`config.mk`:
```
export PLATFORM = sky130hd
export DESIGN_NAME = pc_unit
export DESIGN_NICKNAME = d
export VERILOG_FILES = /design/src/rtl/pc_unit.sv
export SDC_FILE = /design/constraint.sdc
export NUM_CORES = 1
export LEC_CHECK = 0
export CAP_MARGIN = 20
export CELL_PAD_IN_SITES_DETAIL_PLACEMENT = 1
export CELL_PAD_IN_SITES_GLOBAL_PLACEMENT = 1
export CORE_ASPECT_RATIO = 0.6
export CORE_MARGIN = 4
export CORE_UTILIZATION = 39
export DETAILED_ROUTE_END_ITERATION = 10
export GPL_ROUTABILITY_DRIVEN = 0
export PLACE_DENSITY = 0.89
export SETUP_SLACK_MARGIN = 0.5
export SLEW_MARGIN = 20
export SYNTH_ARGS = -nofsm -noshare
export SYNTH_HDL_FRONTEND = slang
export SYNTH_SLANG_ARGS = --single-unit
```
`constraint.sdc`:
```
create_clock -name clk -period 9.27 [get_ports clk]
set_input_delay 1.854 -clock clk [delete_from_list [all_inputs] [get_ports clk]]
set_output_delay 1.854 -clock clk [all_outputs]
set_load 0.01 [all_outputs]
```
`src/rtl/pc_unit.sv`:
```
`default_nettype none
// ============================================================================
// Module      : pc_unit
// Description : Program-counter register and next-PC selection. Resolves
//               branch / JAL / JALR control transfers from the comparator
//               result and decode flags, raises a one-cycle wrong-path flush
//               after each taken transfer, and traps misaligned targets to
//               TRAP_VEC until the handler acknowledges.
// Ports       : clk, reset          - clock, synchronous active-high reset
//               stall               - freeze request (RUN and FLUSH)
//               instr_valid         - instruction at pc is valid
//               is_branch/jal/jalr  - decoded control-transfer flags
//               comp                - branch comparison result (1 = taken)
//               imm, rs1_val        - immediate and rs1 operand
//               trap_ack            - trap handler acknowledge
//               pc, pc_plus4        - fetch PC and link value
//               flush, misaligned   - wrong-path kill, trap pending
//               trap_pc             - PC of the faulting transfer
// Revision    : 1.0 - initial release
// ============================================================================
module pc_unit #(
    parameter logic [31:0] RESET_PC = 32'h0000_0000,
    parameter logic [31:0] TRAP_VEC = 32'h0000_0100
) (
    input  logic        clk,
    input  logic        reset,
    input  logic        stall,
    input  logic        instr_valid,
    input  logic        is_branch,
    input  logic        is_jal,
    input  logic        is_jalr,
    input  logic        comp,
    input  logic [31:0] imm,
    input  logic [31:0] rs1_val,
    input  logic        trap_ack,
    output logic [31:0] pc,
    output logic [31:0] pc_plus4,
    output logic        flush,
    output logic        misaligned,
    output logic [31:0] trap_pc
);

    typedef enum logic [1:0] {
        ST_RUN   = 2'd0,
        ST_FLUSH = 2'd1,
        ST_TRAP  = 2'd2
    } state_t;

    state_t      r_state;
    logic [31:0] r_pc;
    logic        r_flush;
    logic        r_misaligned;
    logic [31:0] r_trap_pc;

    state_t      w_state_nxt;
    logic [31:0] w_pc_nxt;
    logic        w_flush_nxt;
    logic        w_misaligned_nxt;
    logic [31:0] w_trap_pc_nxt;

    logic [31:0] w_pc_plus4;
    logic [31:0] w_jalr_sum;
    logic [31:0] w_target;
    logic        w_taken;
    logic        w_target_bad;

    assign w_pc_plus4 = r_pc + 32'd4;
    assign w_jalr_sum = rs1_val + imm;

    // JALR wins over JAL/branch; JAL and branch share the pc-relative adder.
    // JALR clears bit 0, so its alignment check effectively looks at bit 1.
    assign w_target     = is_jalr ? {w_jalr_sum[31:1], 1'b0} : (r_pc + imm);
    assign w_taken      = instr_valid & (is_jalr | is_jal | (is_branch & comp));
    assign w_target_bad = (w_target[1:0] != 2'b00);

    always_comb begin
        w_state_nxt      = r_state;
        w_pc_nxt         = r_pc;
        w_flush_nxt      = r_flush;
        w_misaligned_nxt = r_misaligned;
        w_trap_pc_nxt    = r_trap_pc;

        case (r_state)
            ST_RUN: begin
                if (!stall && instr_valid) begin
                    if (!w_taken) begin
                        w_pc_nxt = w_pc_plus4;
                    end else if (w_target_bad) begin
                        w_pc_nxt         = TRAP_VEC;
                        w_trap_pc_nxt    = r_pc;
                        w_misaligned_nxt = 1'b1;
                        w_state_nxt      = ST_TRAP;
                    end else begin
                        w_pc_nxt    = w_target;
                        w_flush_nxt = 1'b1;
                        w_state_nxt = ST_FLUSH;
                    end
                end
            end
            ST_FLUSH: begin
                // Decode inputs are from the wrong path here and are ignored.
                if (!stall) begin
                    w_flush_nxt = 1'b0;
                    w_state_nxt = ST_RUN;
                end
            end
            ST_TRAP: begin
                // pc already sits at TRAP_VEC; the release cycle fetches there.
                if (trap_ack) begin
                    w_misaligned_nxt = 1'b0;
                    w_state_nxt      = ST_RUN;
                end
            end
            default: begin
                // Unreachable encoding: recover to a clean RUN state.
                w_flush_nxt      = 1'b0;
                w_misaligned_nxt = 1'b0;
                w_state_nxt      = ST_RUN;
            end
        endcase
    end

    always_ff @(posedge clk) begin
        if (reset) begin
            r_state      <= ST_RUN;
            r_pc         <= RESET_PC;
            r_flush      <= 1'b0;
            r_misaligned <= 1'b0;
            r_trap_pc    <= 32'h0000_0000;
        end else begin
            r_state      <= w_state_nxt;
            r_pc         <= w_pc_nxt;
            r_flush      <= w_flush_nxt;
            r_misaligned <= w_misaligned_nxt;
            r_trap_pc    <= w_trap_pc_nxt;
        end
    end

    assign pc         = r_pc;
    assign pc_plus4   = w_pc_plus4;
    assign flush      = r_flush;
    assign misaligned = r_misaligned;
    assign trap_pc    = r_trap_pc;

endmodule
`default_nettype wire

```
==> impl_results.md, run 1 <==
- Status: finished clean
- # port buffers: 170
- Wire length per cell: about 23 um
- Via density: approximately 6.2
- Area after DPL: roughly 8800 um2
- Synth Instances: 960
- DRT antenna net count: 0
- Worst-Margin Slew: 1030 ps
- Fmax: roughly 190 MHz
- Layout cell share with drive strength beyond 1: 4.02%
- Post-Synthesis Cell Area: between 7000 and 8000 um2
- Number of setup buffers added after CTS: 0
- Antenna Cells: 0
- Core Rows: 37
- Overflow after GRT: 0
- Crit path arrival time: around 5500 ps
- Vias in the first global route: 8346
- Final Util: a little over half
- Core Region: 17400 um2
- Full die area: around 20000 um2
- RSZ-0062 raised after global routing: false
- DIE HEIGHT: about 110 um
- Number of synthesized flops with an enable pin: 0
- Most frequent cells in the layout: 169 x clkdlybuf4s50_1, 138 x nand2_1, 109 x a21oi_1
- MaxCap Viol Count: 0
- CTS Buffer Depth: 2
- Peak supply drop: roughly 110 uV
- Leak: ~3.5 nW
- Worst-Skew Late Latency: between 300 and 400 ps
- Syn nets: 1097
- Final nets: 1228
- Hold Path Class: reg -> reg
- Seq cells post-synth: 68
- Synthesis-to-finish area growth: 29.2%
- Residual DRC: 0
- Commonest non-fill, non-tap cell in the layout: clkdlybuf4s50_1
- Final critical-path required period: just over 5000 ps
- Initial Utilization: a little over 40%
- CP required: 9560 ps
- Die W: between 150 and 200 um
- Clk_skew: just under 10 ps
- Vias: ~8200
- Rel. slew slack: approximately 30%
- Crit path launch type: primary input
- # hold bufs at CTS: 0
- CP endpoint kind: register
- Final HPWL DP: roughly 23000 um
- Slew Viols, Final: 0
- Period utilization: between 50% and 60%
- Initial antenna violation count: 0
- I/O pin total: 171
- Worst Setup Path Type: in -> reg
- Post-cts sizing count: 0
- First drt pass iteration count: 5
- Setup TNS: 0 ps
- Yosys cell types: 81
- Fin Hold WS: approximately 460 ps
- Post-synth ARST share: 0%
- All-Layer GR Usage: about 29%
- Post-Route WL: ~30000 um
- Clock-pin transition on the worst setup and hold timing paths: around 60 ps
- Final Setup Violations: 0
- Hold Vio Cnt, Final: 0
- Main synth FF type: dfxtp_1
- Total CTS buffers: 9
- Initial DRC count: roughly 900
- Clk sink count: just under 70
- H-tree Lvls: 3
- Seq/Total Area, Yosys: about a fifth
- Fin area: around 9000 um2
- Maximum number of pins on one net before global-route repair: just over 70
- Yosys warnings: 0
- Crit Path Max Fanout: 34
- Synth Area per Inst: approximately 7.3 um2
- Clock root cell: clkbuf_16
- CTS tree: yes
- Power Density: 127 nW/um2
- First-pass GRT wire length: 48000 um
==> cell usage after synthesis, types with 6 or more instances <==
library cell	n	share of area (%)
a211oi_1	16	1.7
a21o_1	19	2.0
a21oi_1	109	7.8
a221oi_1	15	1.9
a31oi_1	13	1.2
and3_1	18	1.6
clkbuf_1	36	1.9
clkbuf_8	7	1.4
dfxtp_1	68	19
ha_1	62	11
inv_1	19	1.0
nand2_1	139	7.4
nand2b_1	11	0.98
nand3_1	33	2.4
nand4_1	14	1.2
nor2_1	76	4.1
nor3_1	30	2.1
o211ai_1	6	0.64
o21ai_0	56	4.0
o21bai_1	12	1.3
xnor2_1	50	6.2
xor2_1	26	3.2
==> state kept, by name, indices dropped and copies added (netlist names) <==
| signal | count |
|---|---|
| pc | 32 |
| flush | 1 |
| misaligned | 1 |
| trap_pc | 32 |
| r_state | 2 |
==> through the flow <==
| stage | total power, mW | std cells | worst slack, ps |
|---|---|---|---|
| finish | 1.15 | 1329 | 4080 |
| global route | 1.20 | 1329 | 3920 |
| CTS | 1.14 | 1329 | 4240 |
| detailed placement | 0.757 | 1314 | 3910 |
| global placement | 0.747 | 1314 | 3990 |
| floorplan | 0.589 | 960 | 4980 |
==> cells by family (layout without fill, tap and decap cells) <==
kind of cell	count (synthesis)	after routing	share of synthesized area, %
simple gates	359	359	24.0
compound gates	312	312	29.2
xor+xnor	76	76	9.48
buf+inv	76	211	5.58
flops	68	68	19.4
fa+ha+maj	64	64	11.6
mux	5	5	0.713
==> area by class of cell <==
cell class	count	area, um2
flip-flops and latches	68	1360
repair buffers	177	1750
multi-input cells	816	5280
well taps	234	293
inverters	19	71.3
fillers	2201	8340
clock buffers	9	225
clock inverters	6	90.1
==> critical path, cell delays in order <==
cell and delay (ps):
clkdlybuf4s50_1 460, buf_4 390, a211oi_1 210, nor2b_1 770
nand2_1 540, nor2_1 260, buf_4 280, nand2_1 70
or3_1 320, o2111ai_1 120, o21ai_0 110, nand2_1 80
==> path summary, 6_finish.rpt <==
kind	from	to	slack [ps]	cells past startpoint
setup reg to reg	pc[2]$_SDFFE_PP0P_	pc[29]$_SDFFE_PP0P_	5750	10
hold reg to reg	trap_pc[21]$_SDFFE_PP0P_	trap_pc[21]$_SDFFE_PP0P_	460	2
setup / recovery	is_jalr	pc[28]$_SDFFE_PP0P_	4080	12
hold / removal	trap_pc[21]$_SDFFE_PP0P_	trap_pc[21]$_SDFFE_PP0P_	460	2
==> power breakdown <==
part | switching, mW | total (mW) | internal (mW)
Combinational | 0.256 | 0.438 | 0.182
Clock | 0.142 | 0.377 | 0.235
Sequential | 0.0293 | 0.333 | 0.304
Total | 0.427 | 1.15 | 0.720
==> metal layers <==
metal | global-route usage [%] | routed length, um | vias up
met3 | 13.1 | 4230 | 31
met5 | 0 | 0 | -
met2 | 39.1 | 11400 | 417
met1 | 44.0 | 14500 | 3983
li1 | - | - | 3800
met4 | 3.60 | 304 | 0
Power figures use the tool's default switching activity.
==> inputs of run 2 (changes only) <==
CORE_UTILIZATION = 37   (was 39)
PLACE_DENSITY = 0.85   (was 0.89)
clock period = 5.13 ns   (was 9.27 ns; I/O delays follow)
==> run 2 against run 1 <==
Critical path depth shrank 5. Clock skew shrank 2.0 ps. Register-to-register slack lost 4100 ps. Setup slack lost 3400 ps. Sequential share of layout area shrank 0.10 points.
==> impl_results.md, run 2 (synthesis gave the netlist of run 1 again) <==
- Status: finished clean
- Number of setup buffers added after CTS: 0 (unchanged)
- Crit Path Max Fanout: 9 (-74%)
- Post-route setup slack: 707 ps (-3370 ps)
- Most frequent cells in the layout: 169 x clkdlybuf4s50_1, 139 x nand2_1, 109 x a21oi_1
- Core Rows: 38 (+2.7%)
- Clock-pin transition on the worst setup and hold timing paths: 70 ps (about the same)
- Worst Setup Path Type: reg -> out
- Wire length per cell: 23.0 um (+0.58%)
- Via density: 6.09 (-1.6%)
- First drt pass iteration count: 5 (unchanged)
- Final critical-path required period: ~4400 ps
- Final Setup Violations: 0 (unchanged)
- Worst Hold Path Cells: 2 (unchanged)
- Setup TNS: 0 ps (unchanged)
- Critical Path Stages: 7 (-5)
- Die W: 186 um (+2.5%)
- Core Region: 18400 um2 (+5.4%)
- Top Metal Used: met4
- Overflow after GRT: 0 (unchanged)
- Commonest non-fill, non-tap cell in the layout: clkdlybuf4s50_1
- Antenna Cells: 0 (unchanged)
- Residual DRC: 0 (unchanged)
- Max stage delay cell, worst path: nor3_1
- RSZ-0062 raised after global routing: false
- Clk_skew: 7.89 ps (-2.04 ps)
- Layout cell share with drive strength beyond 1: 5.05% (+1.0 points)
- Post-cts sizing count: 0 (unchanged)
- Final HPWL DP: 23900 um (+2.3%)
- Leak: 3.50 nW (+1.3%)
- Rel. slew slack: 42.6% (+13 points)
- Power Density: 220 nW/um2 (+74%)
- Psw: 788 uW (+84%)
- CP bufs+invs: 1 (-2)
- Fmax: around 230 MHz
- Clock root cell: clkbuf_16
- Fin Hold WS: 454 ps (-2.76 ps)
- # hold bufs at CTS: 0 (unchanged)
- Clock Power Share: 30.5% (-2.3 points)
- Worst-Skew Late Latency: 340 ps (about the same)
- MaxCap Viol Count: 0 (unchanged)
- Max incr delay on CP: 700 ps (-70 ps)
- Crit path launch type: register
- Initial antenna violation count: 0 (unchanged)
- All-Layer GR Usage: 28.5% (-0.83 points)
- CTS Buffer Depth: 2 (unchanged)
- Dpl cells: 1332 (+1.4%)
- Final Power: 2.01 mW (+75%)
- CTS tree: yes
- Vias: 8216 (-0.18%)
- Total CTS buffers: 9 (unchanged)
- Hold Vio Cnt, Final: 0 (unchanged)
- Post-Route WL: 31000 um (+2.0%)
- CP Cell Sequence: ha_1, nand2_1, nor3_1, and3_1, nand3_1, xnor2_1, clkdlybuf4s50_1
- Crit path max-delay family: simple AND/OR/NAND/NOR gates
- CP endpoint kind: output port
- Peak supply drop: 190 uV (+80%)
- Initial DRC count: 872 (-0.34%)
- Period utilization: 86.2%
- I/O pin total: 171 (unchanged)
- Clk sink count: 68 (unchanged)
- Full die area: 21300 um2 (+5.1%)
- First-pass GRT wire length: 47500 um (-0.96%)
- R2R depth: 12 (+2)
- H-tree Lvls: 3 (unchanged)
- Internal Power: 1.22 mW (+69%)
- Sw Share: 39.2% (+2.0 points)
- Maximum number of pins on one net before global-route repair: 40 (-44%)
- Hold Path Class: reg -> reg
- Vias in the first global route: 8137 (-2.5%)
- DRT antenna net count: 0 (unchanged)
- Comb pwr share: 40.2% (+2.0 points)
- Slew Viols, Final: 0 (unchanged)
- Placement Setup Slack: 657 ps (-3250 ps)
- Final nets: 1240 (+0.98%)
- M1 WL: 14800 um (+2.4%)
- CP required: 4100 ps (-5460 ps)
- # port buffers: 170 (unchanged)
- DIE HEIGHT: 115 um (+2.5%)
- Metal2 WL: 11600 um (+2.3%)
- Initial Utilization: 38.3% (-2.1 points)
- Sequential Power Share: 29.3% (+0.3 points)
- Crit path arrival time: 3400 ps (-2080 ps)
- Worst-Margin Slew: 855 ps (-180 ps)
- Met3 wire length: 4320 um (+2.2%)
- Non-filler instance count after layout: 1348 (+1.4%)
- Synthesis-to-finish area growth: 30.1%
==> run 2: power groups by stage <==
| stage | registers [mW] | clock network (mW) | logic (mW) |
|---|---|---|---|
| final | 0.588 | 0.613 | 0.807 |
| after floorplan | 0.594 | 0 | 0.471 |
| after detailed placement | 0.597 | 0 | 0.778 |
| after CTS | 0.585 | 0.626 | 0.787 |
| after global placement | 0.596 | 0 | 0.764 |
| after global routing | 0.590 | 0.653 | 0.871 |
==> run 2: cell type report <==
cell class              count  area [um2]
repair buffers            189        1840
clock buffers               9         225
well taps                 240         300
multi-input cells         816        5280
fillers                  2297        9220
flip-flops and latches     68        1360
clock inverters             7        57.6
inverters                  19        71.3
==> run 2: worst reg2reg max path, cell delays in order (launching register included) <==
cell and delay (ps):
dfxtp_1 440, ha_1 250, inv_1 80, fa_1 450, nor2b_1 200, o2111ai_1 180
a21oi_1 230, nor3b_1 110, o311ai_2 630, a2111oi_1 210, o31a_1 330, o21ai_0 170
a31oi_1 100
==> run 2: path summary, 6_finish.rpt <==
kind,from,to,slack [ps]
max,pc[3]$_SDFFE_PP0P_,pc_plus4[30],710
max reg2reg,pc[0]$_SDFFE_PP0P_,pc[30]$_SDFFE_PP0P_,1640
min reg2reg,trap_pc[0]$_SDFFE_PP0P_,trap_pc[0]$_SDFFE_PP0P_,450
min,trap_pc[0]$_SDFFE_PP0P_,trap_pc[0]$_SDFFE_PP0P_,450
==> run 2: metal layers <==
metal	global-route usage, %	up-vias
li1	-	3831
met1	42.9	3953
met2	37.0	415
met3	13.7	17
met4	3.74	0
met5	0	-
==> run 2: metrics by stage <==
stage	utilization [%]	instance area, um2
floorplan	-	7020
global placement	48.2	8850
detailed placement	48.2	8850
CTS	49.8	9130
global route	49.8	9140
finish	49.8	9140
